$ cat config.mk
export PLATFORM = sky130hd
export DESIGN_NAME = calc_scheduler
export DESIGN_NICKNAME = d
export VERILOG_FILES = /design/src/rtl/calc_pkg.sv /design/src/rtl/calc_divider.sv /design/src/rtl/calc_scheduler.sv
export SDC_FILE = /design/constraint.sdc
export NUM_CORES = 1
export LEC_CHECK = 0
export ABC_CLOCK_PERIOD_IN_PS = 6000
export CAP_MARGIN = 0
export CORE_MARGIN = 4
export CORE_UTILIZATION = 59
export CTS_CLUSTER_SIZE = 20
export DETAILED_ROUTE_END_ITERATION = 10
export GPL_ROUTABILITY_DRIVEN = 0
export PLACE_DENSITY = 0.82
export SLEW_MARGIN = 20
export SYNTH_ARGS = -nofsm -noshare
export SYNTH_HDL_FRONTEND = slang
export SYNTH_SLANG_ARGS = --single-unit
$ cat constraint.sdc
create_clock -name clk -period 6 [get_ports clk]
set_input_delay 0.6 -clock clk [delete_from_list [all_inputs] [get_ports clk]]
set_output_delay 0.6 -clock clk [all_outputs]
set_load 0.01 [all_outputs]
$ cat src/rtl/calc_pkg.sv
// Shared types and the round-robin helper for the calculator scheduler.
package calc_pkg;

  localparam int MAX_REQ = 8;
  localparam int GID_W   = 3;

  typedef enum logic [1:0] {OP_ADD, OP_SUB, OP_MUL, OP_DIV} calc_op_e;
  typedef enum logic [1:0] {IDLE, EXEC, DIV, RESP} sched_state_e;

  // First requester at or after last+1 (mod n); returns last when nothing is requesting.
  function automatic logic [GID_W-1:0] next_rr_grant(input logic [MAX_REQ-1:0] req,
                                                     input logic [GID_W-1:0]   last,
                                                     input int                 n);
    logic [GID_W-1:0] g;
    int idx;
    g = last;
    for (int k = MAX_REQ; k >= 1; k--) begin
      idx = (int'(last) + k) % n;
      if (k <= n && req[idx]) g = GID_W'(idx);
    end
    return g;
  endfunction

endpackage

$ cat src/rtl/calc_divider.sv
// Restoring shift-subtract divider: first iteration on the start edge, DATA_W in total.
module calc_divider #(
  parameter int DATA_W = 8
) (
  input  logic              clk,
  input  logic              rst_n,
  input  logic              start,
  input  logic [DATA_W-1:0] dividend,
  input  logic [DATA_W-1:0] divisor,
  output logic              done,
  output logic [DATA_W-1:0] quotient,
  output logic [DATA_W-1:0] remainder
);
  localparam int CNT_W = $clog2(DATA_W + 1);

  logic [DATA_W-1:0] r_rem, r_quo, r_dvs;
  logic [CNT_W-1:0]  r_cnt;
  logic              r_busy, r_done;

  logic              w_go, w_step;
  logic [DATA_W-1:0] w_rem_in, w_quo_in, w_dvs_in, w_rem_nx, w_quo_nx;
  logic [DATA_W:0]   w_shift, w_diff;
  logic [CNT_W-1:0]  w_cnt_nx;

  assign w_go     = start && (divisor != '0);
  assign w_step   = w_go || r_busy;
  assign w_rem_in = w_go ? '0       : r_rem;
  assign w_quo_in = w_go ? dividend : r_quo;
  assign w_dvs_in = w_go ? divisor  : r_dvs;

  // Partial remainder stays below the divisor, so the borrow bit alone decides restore.
  assign w_shift  = {w_rem_in, w_quo_in[DATA_W-1]};
  assign w_diff   = w_shift - {1'b0, w_dvs_in};
  assign w_rem_nx = w_diff[DATA_W] ? w_shift[DATA_W-1:0] : w_diff[DATA_W-1:0];
  assign w_quo_nx = {w_quo_in[DATA_W-2:0], ~w_diff[DATA_W]};
  assign w_cnt_nx = w_go ? CNT_W'(1) : r_cnt + CNT_W'(1);

  always_ff @(posedge clk or negedge rst_n) begin
    if (!rst_n) begin
      r_rem  <= '0;
      r_quo  <= '0;
      r_dvs  <= '0;
      r_cnt  <= '0;
      r_busy <= 1'b0;
      r_done <= 1'b0;
    end else begin
      r_done <= 1'b0;
      if (w_step) begin
        r_rem  <= w_rem_nx;
        r_quo  <= w_quo_nx;
        r_dvs  <= w_dvs_in;
        r_cnt  <= w_cnt_nx;
        r_busy <= (w_cnt_nx != CNT_W'(DATA_W));
        r_done <= (w_cnt_nx == CNT_W'(DATA_W));
      end
    end
  end

  assign done      = r_done;
  assign quotient  = r_quo;
  assign remainder = r_rem;

endmodule

$ cat src/rtl/calc_scheduler.sv
// Round-robin front-end sharing one add/sub/mul/div datapath between NUM_REQ requesters.
module calc_scheduler
  import calc_pkg::*;
#(
  parameter  int NUM_REQ = 2,
  parameter  int DATA_W  = 8,
  localparam int ID_W    = (NUM_REQ > 1) ? $clog2(NUM_REQ) : 1
) (
  input  logic                      clk,
  input  logic                      rst_n,
  input  logic [NUM_REQ-1:0]        req_valid,
  output logic [NUM_REQ-1:0]        req_ready,
  input  logic [NUM_REQ*DATA_W-1:0] req_a,
  input  logic [NUM_REQ*DATA_W-1:0] req_b,
  input  logic [NUM_REQ*2-1:0]      req_op,
  output logic                      rsp_valid,
  input  logic                      rsp_ready,
  output logic [ID_W-1:0]           rsp_id,
  output logic [2*DATA_W-1:0]       rsp_result,
  output logic                      rsp_err,
  output logic                      busy
);
  sched_state_e        r_state, w_next;
  logic [ID_W-1:0]     r_last, r_cur_id, r_rsp_id, w_grant;
  logic [DATA_W-1:0]   r_a, r_b, w_a, w_b, w_quo, w_rem;
  calc_op_e            r_op, w_op;
  logic [2*DATA_W-1:0] r_result, w_alu;
  logic                r_err;
  logic [NUM_REQ-1:0]  w_ready;
  logic                w_accept, w_div0, w_div_start, w_div_done;

  assign w_grant = ID_W'(next_rr_grant(MAX_REQ'(req_valid), GID_W'(r_last), NUM_REQ));
  // Gated by rst_n so req_ready reads 0 while reset is held even with requests pending.
  assign w_ready = (r_state == IDLE && |req_valid && rst_n) ? (NUM_REQ'(1) << w_grant) : '0;
  assign w_accept    = |(req_valid & w_ready);
  assign w_a         = req_a[w_grant*DATA_W +: DATA_W];
  assign w_b         = req_b[w_grant*DATA_W +: DATA_W];
  assign w_op        = calc_op_e'(req_op[w_grant*2 +: 2]);
  assign w_div0      = (w_op == OP_DIV) && (w_b == '0);
  assign w_div_start = w_accept && (w_op == OP_DIV) && !w_div0;

  calc_divider #(.DATA_W(DATA_W)) u_div (
    .clk       (clk),
    .rst_n     (rst_n),
    .start     (w_div_start),
    .dividend  (w_a),
    .divisor   (w_b),
    .done      (w_div_done),
    .quotient  (w_quo),
    .remainder (w_rem)
  );

  always_comb begin
    w_alu = '0;
    unique case (r_op)
      OP_ADD:  w_alu = (2*DATA_W)'(r_a) + (2*DATA_W)'(r_b);
      OP_SUB:  w_alu = (2*DATA_W)'(r_a) - (2*DATA_W)'(r_b);
      OP_MUL:  w_alu = (2*DATA_W)'(r_a) * (2*DATA_W)'(r_b);
      default: w_alu = '0;
    endcase
  end

  always_comb begin
    w_next = r_state;
    unique case (r_state)
      IDLE:    if (w_accept) w_next = (w_op != OP_DIV) ? EXEC : (w_div0 ? RESP : DIV);
      EXEC:    w_next = RESP;
      DIV:     if (w_div_done) w_next = RESP;
      RESP:    if (rsp_ready) w_next = IDLE;
      default: w_next = IDLE;
    endcase
  end

  always_ff @(posedge clk or negedge rst_n) begin
    if (!rst_n) begin
      r_state  <= IDLE;
      r_last   <= ID_W'(NUM_REQ - 1);
      r_cur_id <= '0;
      r_rsp_id <= '0;
      r_a      <= '0;
      r_b      <= '0;
      r_op     <= OP_ADD;
      r_result <= '0;
      r_err    <= 1'b0;
    end else begin
      r_state <= w_next;
      if (w_accept) begin
        r_last   <= w_grant;
        r_cur_id <= w_grant;
        r_a      <= w_a;
        r_b      <= w_b;
        r_op     <= w_op;
        if (w_div0) begin
          r_result <= '1;
          r_err    <= 1'b1;
          r_rsp_id <= w_grant;
        end
      end
      // Response fields only change on entry to RESP so they hold between responses.
      if (r_state == EXEC) begin
        r_result <= w_alu;
        r_err    <= 1'b0;
        r_rsp_id <= r_cur_id;
      end
      if (r_state == DIV && w_div_done) begin
        r_result <= {w_rem, w_quo};
        r_err    <= 1'b0;
        r_rsp_id <= r_cur_id;
      end
    end
  end

  assign req_ready  = w_ready;
  assign rsp_valid  = (r_state == RESP);
  assign rsp_id     = r_rsp_id;
  assign rsp_result = r_result;
  assign rsp_err    = r_err;
  assign busy       = (r_state != IDLE);

endmodule

==> results.cfg, run 1 <==
[timing]
slew_viol_final = 0
setup_viol = 0
relSlewSlack_pct = 31.48
period_minus_slack_ns = 4.953
hold_viol = 0
fin_tns_setup_ns = 0
skew_ns = 0.007999
rsz0062_at_grt = false
finalCritPeriodShare_pct = 82.56
holdWs_ns = 0.1303
worst_slew_pin_slew_ns = 1.024
fmax_mhz = 201.9

[yosys]
ys_ff_latch = 70
syn_inst = 762
synth_nets = 908
ys_types = 80
async_flop_share_pct = 100.0
postSynth.topFlopCell = dfrtp_1
synth_edf_count = 0
postSynthAreaPerCell_um2 = 8.847
ys_seq_area_share_pct = 26.00
yosysWarnings = 0
netlist_area_um2 = 6741

[global_route]
grt_pass1_wl_um = 29770
grt_max_degree = 63
track_usage_pct = 28.50
grt_pass1_vias = 5992
gr-total-overflow = 0
grt_antenna_before_repair = 0

[worst_setup_path]
path_class = reg2reg
crit_start = r_a[1]
reg2reg_to = rsp_result[15]
required_ns = 6.22
cp.arrival_ns = 5.18
rr_worst_depth = 16
r2r_slack_ns = 1.05
critPathMaxFanout = 12
end_kind = flop
reg2reg_from = r_a[1]
start_kind = flop

[route]
viasPerCell = 6.094
final_antenna_net_count = 0
drt_iter0_markers = 383
num_vias = 5838
wl_met3_um = 978
drt-total-wl_um = 18090
route.met2.wl_um = 9059
top_layer_used = met4
m1WireLength_um = 7433
wl_per_cell_um = 18.89
drt-pass1-iter-count = 7
post-route-drc-count = 0

[outcome]
run_status = finished, final reports clean

[clock_tree]
path_clk_slew_ns = 0.06
cts_max_level = 3
cts_tree = built
ctsHoldBuffers = 0
cts_buffers = 9
cts-root-buf = clkbuf_16
post_cts_resized = 0
cts_sinks = 70
cts_buffer_depth = 2
clk_latency_ns = 0.34
post-cts-setup-buffer-count = 0

[cells_and_area]
final_cell_mix = 88 x inv_1, 74 x nand2_1, 69 x dfrtp_1
nets = 959
final_common_cell = inv_1
drive_gt1_share_pct = 5.990
seqCellArea_um2 = 1753
final_area_um2 = 7734
fillers = 840
syn2layout_area_growth_pct = 14.72
multi_input_area_um2 = 4513
diodes = 0

[placed_design]
dp_hpwl_um = 14170
placed_area_um2 = 7432
port_buffers = 62

[flow_run]
maxCapViolations = 0

[floorplanning]
dieArea_um2 = 13200
initial_core_util_pct = 61.12
fp.dieH_um = 114.9
die_w_um = 114.9
rows = 38
core_region_area_um2 = 11030
ios = 63

[worst_hold_path]
hp-class = in2async
-- layout make-up --
class | instances | share of cell area, %
Timing Repair Buffer | 68 | 8.542
Clock inverter | 5 | 0.7604
Tap cell | 140 | 2.265
Multi-Input combinational cell | 576 | 58.36
Sequential cell | 70 | 22.67
Clock buffer | 11 | 3.139
Inverter | 88 | 4.271
-- worst max path at each step --
stage                    endpoint  slack, ns  depth (start not counted)
3_3_place_gp   u_div.remainder[4]       1.17                         14
2_1_floorplan       rsp_result[8]       1.52                         16
3_5_place_dp       rsp_result[15]       1.09                         16
4_1_cts            rsp_result[15]       1.05                         16
5_1_grt            rsp_result[15]       0.83                         16
6_report           rsp_result[15]       1.05                         16
-- logic make-up after synthesis --
group           Yosys count  synth area share, %
simple gates            238                17.97
compound gates          181                17.73
buf+inv                 116                7.090
fa+ha+maj               105                23.83
flops                    70                26.00
mux                      28                4.157
xor+xnor                 24                3.229
-- synthesized netlist by cell type (all sizes together) (2+ instances only) --
cell / n / area share, %
inv: 88 / 4.9
nand2: 74 / 4.1
dfrtp: 69 / 26
ha: 66 / 12
o21ai: 52 / 4.0
nor2: 51 / 2.9
and2: 48 / 4.5
a21oi: 45 / 3.5
fa: 39 / 12
mux2i: 28 / 4.2
clkbuf: 14 / 0.85
nor2b: 14 / 1.4
xnor2: 14 / 1.9
a211oi: 13 / 1.5
buf: 12 / 1.1
nor3: 11 / 1.1
xor2: 10 / 1.3
a21o: 9 / 1.0
a31oi: 7 / 0.65
nand3: 7 / 0.52
a221oi: 6 / 1.0
nor4: 6 / 0.65
or3: 6 / 0.65
a32oi: 5 / 0.65
o211ai: 5 / 0.63
o22ai: 5 / 0.46
o31ai: 5 / 0.63
o21a: 4 / 0.45
o21bai: 4 / 0.45
or2: 4 / 0.37
a31o: 3 / 0.39
nand2b: 3 / 0.28
nand4: 3 / 0.28
nor3b: 3 / 0.33
o2111ai: 3 / 0.39
a221o: 2 / 0.30
a22o: 2 / 0.26
and3: 2 / 0.19
o221ai: 2 / 0.26
-- layer usage --
| layer | track usage [%] | vias up |
|---|---|---|
| met5 | 0 | - |
| li1 | - | 2731 |
| met2 | 47.96 | 212 |
| met1 | 35.90 | 2849 |
| met3 | 5.368 | 46 |
| met4 | 12.28 | 0 |
-- through the flow --
stage / util (%) / cells / setup slack, ns
2_1_floorplan: - / 762 / 1.521
3_3_place_gp: 67.38 / 942 / 1.167
3_5_place_dp: 67.38 / 942 / 1.089
4_1_cts: 70.11 / 958 / 1.052
5_1_grt: 70.11 / 958 / 0.8335
6_report: 70.11 / 958 / 1.047
-- worst max-delay path, stage by stage, from the launching register on --
cell and delay, ns:
dfrtp_1 0.61, nand2_1 0.14, fa_1 0.50, fa_1 0.55, inv_1 0.06, fa_1 0.53
inv_1 0.05, fa_1 0.53, inv_1 0.05, ha_1 0.37, a21oi_1 0.24, o221ai_1 0.16
a31oi_1 0.38, o21ai_0 0.15, a21oi_1 0.22, xnor2_1 0.10, a31o_1 0.21
-- sequential cells by signal, summed over array words and instances (netlist names) --
name / flops
rsp_result: 16
r_a: 8
r_b: 8
u_div.quotient: 8
u_div.r_dvs: 8
u_div.remainder: 8
u_div.r_cnt: 4
r_op: 2
r_state: 2
r_cur_id: 1
r_last: 1
rsp_err: 1
rsp_id: 1
u_div.done: 1
u_div.r_busy: 1
Power of run 1 is left out: the tool's default activity adds up to more than one toggle a clock period on the data nets, which glitch-free logic cannot reach.
==> run 2, diff against run 1 <==
ABC_CLOCK_PERIOD_IN_PS = 5100   (was 6000)
clock period = 5.1 ns   (was 6 ns; I/O delays follow)
==> run 2 against run 1 <==
Effect of this change:
- sequential cell count did not move
- via count rose by 2.8%
- die area did not move
- wire length rose by 3.3%
- clock skew fell by 0.0012 ns
==> results.cfg, run 2 (same netlist as run 1, synthesis figures left out) <==
[timing]
period_minus_slack_ns = 4.820
relSlewSlack_pct = 28.38
slew_viol_final = 0
rsz0062_at_grt = false
setup_viol = 0
fmax_mhz = 207.5
hold_viol = 0
fin_tns_setup_ns = 0
finalCritPeriodShare_pct = 94.51
holdWs_ns = 0.3153
worst_slew_pin_slew_ns = 1.070
skew_ns = 0.006780

[floorplanning]
ios = 63
core_region_area_um2 = 11030
initial_core_util_pct = 61.12
rows = 38
fp.dieH_um = 114.9
dieArea_um2 = 13200
die_w_um = 114.9

[worst_setup_path]
cp_common_cell = fa_1
slowest_delay_ns = 0.58
path_class = reg2reg
reg2reg_to = rsp_result[15]
reg2reg_from = r_a[4]
r2r_slack_ns = 0.28
path_cells = ha_1 -> fa_1 -> fa_1 -> fa_1 -> inv_1 -> fa_1 -> inv_1 -> ha_1 -> nand3_1 -> o221ai_1 -> a31oi_1 -> o21ai_0 -> a21oi_1 -> xnor2_1 -> a31o_1
start_kind = flop
required_ns = 5.32
crit_slowest_cell = fa_1
cp.arrival_ns = 5.04
rr_worst_depth = 15
critPathMaxFanout = 10
end_kind = flop

[route]
drt-pass1-iter-count = 7
drt-total-wl_um = 18700
final_antenna_net_count = 0
drt_iter0_markers = 496
wl_per_cell_um = 19.44
post-route-drc-count = 0
viasPerCell = 6.241
num_vias = 6004

[clock_tree]
cts_buffers = 9
cts_tree = built
cts_sinks = 70
ctsHoldBuffers = 0
post-cts-setup-buffer-count = 0
path_clk_slew_ns = 0.06
clk_latency_ns = 0.33
cts-root-buf = clkbuf_16
post_cts_resized = 0
cts_buffer_depth = 2
cts_max_level = 3

[cells_and_area]
final_common_cell = inv_1
final_cell_mix = 88 x inv_1, 74 x nand2_1, 69 x dfrtp_1
syn2layout_area_growth_pct = 15.39
nets = 963
diodes = 0
largest_reg_flops = 16
final_core_util_pct = 70.52
drive_gt1_share_pct = 6.326

[placed_design]
dp_hpwl_um = 14470
port_buffers = 62

[global_route]
grt_max_degree = 40
track_usage_pct = 29.47
grt_antenna_before_repair = 0
grt_pass1_vias = 6044
grt_pass1_wl_um = 30730
gr-total-overflow = 0

[flow_run]
maxCapViolations = 0

[worst_hold_path]
hp-class = in2async

[outcome]
run_status = finished, final reports clean
==> run 2: area by class of cell <==
cell class | instances | area [um^2]
multi-input combinational | 576 | 4513
fill | 856 | 3252
sequential | 70 | 1753
timing repair buffer | 72 | 690.7
inverter | 88 | 330.3
clock buffer | 11 | 232.7
tap | 140 | 175.2
clock inverter | 5 | 83.83
==> run 2: metal layers <==
metal	global-route usage [%]	vias to the layer above	wire length, um
met5	0	-	0
met2	49.46	299	9171
met1	38.09	2916	7293
met3	4.526	63	1414
li1	-	2726	-
met4	12.28	0	817
==> run 2: per-stage QoR <==
stage | instances | cell area, um^2 | worst slack (ns)
global placement | 946 | 7462 | 0.4766
global route | 962 | 7779 | 0.005893
floorplan | 762 | 6741 | 0.6207
CTS | 962 | 7779 | 0.3105
detailed placement | 946 | 7462 | 0.3392
finish | 962 | 7779 | 0.2802
==> run 2: critical path, delay by kind of cell (launching register included) <==
family / cells / cell delay, ns
fa+ha+maj: 6 / 2.81
compound gates: 5 / 1.06
flops: 1 / 0.52
simple gates: 1 / 0.12
buf+inv: 2 / 0.10
xor+xnor: 1 / 0.10
==> run 2: worst max path at each step <==
stage	cells after the start	to	startpoint	slack, ns
6_report	15	rsp_result[15]	r_a[4]	0.28
5_1_grt	15	rsp_result[15]	r_a[4]	0.006
4_1_cts	15	rsp_result[15]	r_a[4]	0.31
3_5_place_dp	15	rsp_result[15]	r_a[4]	0.34
3_3_place_gp	16	rsp_result[15]	r_b[7]	0.48
2_1_floorplan	16	rsp_result[8]	r_b[7]	0.62
Power of run 2 is left out for the same reason.
==> run 3, diff against run 2 <==
CORE_MARGIN = unset   (was 4)
==> run 3 against run 2 <==
Effect of this change:
- global-route usage rose by 2.8 points
- utilization is 0.29 points higher
- hold slack got worse by 0.30 ns
- clock-buffer cell count is 1 lower
- cell area hardly changed
- sequential share of layout area hardly changed
- fmax is 0.51% higher
- die area fell by 10%
- first-iteration DRC count is 8.3% lower
- via count down 3.2%
- clock skew fell by 0.0019 ns
- largest cell class unchanged
==> results.cfg, run 3 (same netlist as run 1, synthesis figures left out) <==
[timing]
skew_ns = 0.004833
relSlewSlack_pct = 35.70
slew_viol_final = 0
rsz0062_at_grt = false
hold_viol = 0
finalCritPeriodShare_pct = 94.02
period_minus_slack_ns = 4.795
setup_viol = 0
worst_slew_pin_slew_ns = 0.9645
fin_tns_setup_ns = 0
fmax_mhz = 208.5

[route]
wl_per_cell_um = 18.58
drt-pass1-iter-count = 5
m1WireLength_um = 7225
drt-total-wl_um = 17880
drt_iter0_markers = 455
final_antenna_net_count = 0
wl_met3_um = 1164
viasPerCell = 6.040
post-route-drc-count = 0
top_layer_used = met4
route.met2.wl_um = 8997
num_vias = 5810

[placed_design]
port_buffers = 62
dp_hpwl_um = 14120

[floorplanning]
ios = 63
rows = 38
dieArea_um2 = 11860
core_region_area_um2 = 10980
fp.dieH_um = 108.9
initial_core_util_pct = 61.38
die_w_um = 108.9

[worst_setup_path]
crit_family = adder cells
reg2reg_from = r_b[2]
critical_path_buf_inv_count = 3
cp_common_cell = fa_1
slowest_delay_ns = 0.62
path_cells = nand2_1 -> fa_1 -> fa_1 -> inv_1 -> fa_1 -> inv_1 -> fa_1 -> inv_1 -> ha_1 -> a21oi_1 -> o221ai_1 -> a31oi_1 -> o21ai_0 -> a21oi_1 -> xnor2_1 -> a31o_1
crit_slowest_cell = dfrtp_1
required_ns = 5.33
critPathMaxFanout = 9
reg2reg_to = rsp_result[15]
end_kind = flop
cp.arrival_ns = 5.02
start_kind = flop
r2r_slack_ns = 0.30
rr_worst_depth = 16
path_class = reg2reg

[clock_tree]
cts_buffer_depth = 2
ctsHoldBuffers = 0
path_clk_slew_ns = 0.06
cts_max_level = 3
cts_buffers = 9
post-cts-setup-buffer-count = 0
clk_latency_ns = 0.34
cts_tree = built
cts-root-buf = clkbuf_16
post_cts_resized = 0
cts_sinks = 70

[flow_run]
maxCapViolations = 0

[global_route]
track_usage_pct = 32.29
grt_max_degree = 66
grt_pass1_wl_um = 28880
gr-total-overflow = 0
grt_pass1_vias = 6016
grt_antenna_before_repair = 0

[cells_and_area]
diodes = 0
largest_reg_flops = 16
drive_gt1_share_pct = 6.448
nets = 963
syn2layout_area_growth_pct = 15.37
final_common_cell = inv_1
final_cell_mix = 88 x inv_1, 74 x nand2_1, 69 x dfrtp_1

[outcome]
run_status = finished, final reports clean

[worst_hold_path]
hp-class = in2async
## run 3: layout make-up
cell class / instances / area, um^2
well taps: 140 / 175.2
repair buffers: 72 / 690.7
clock inverters: 6 / 86.33
multi-input cells: 576 / 4513
clock buffers: 10 / 229.0
inverters: 88 / 330.3
flip-flops and latches: 70 / 1753
fillers: 852 / 3206
## run 3: worst max path at each step
stage,endpoint,startpoint,cells after the start
finish,rsp_result[15],r_b[2],16
global route,rsp_result[13],r_b[2],16
CTS,rsp_result[15],r_a[4],15
detailed placement,rsp_result[15],r_a[4],15
global placement,rsp_result[15],r_a[2],14
floorplan,rsp_result[8],r_b[7],16
## run 3: per-layer routing
metal	vias up	global-route usage [%]
met5	-	0
met4	0	14.48
met3	43	5.858
met2	223	55.97
met1	2825	38.98
li1	2719	-
## run 3: per-stage QoR
| stage | util (%) | setup slack [ns] | std cells | instance area (um^2) | hold slack [ns] |
|---|---|---|---|---|---|
| finish | 70.81 | 0.3047 | 962 | 7777 | 0.01804 |
| global route | 70.81 | 0.06126 | 962 | 7777 | 0.01566 |
| CTS | 70.81 | 0.3506 | 962 | 7777 | 0.009718 |
| detailed placement | 67.94 | 0.3642 | 946 | 7462 | 0.3722 |
| global placement | 67.94 | 0.5413 | 946 | 7462 | 0.3726 |
| floorplan | - | 0.6207 | 762 | 6741 | 0.2144 |
Power of run 3 is left out for the same reason.
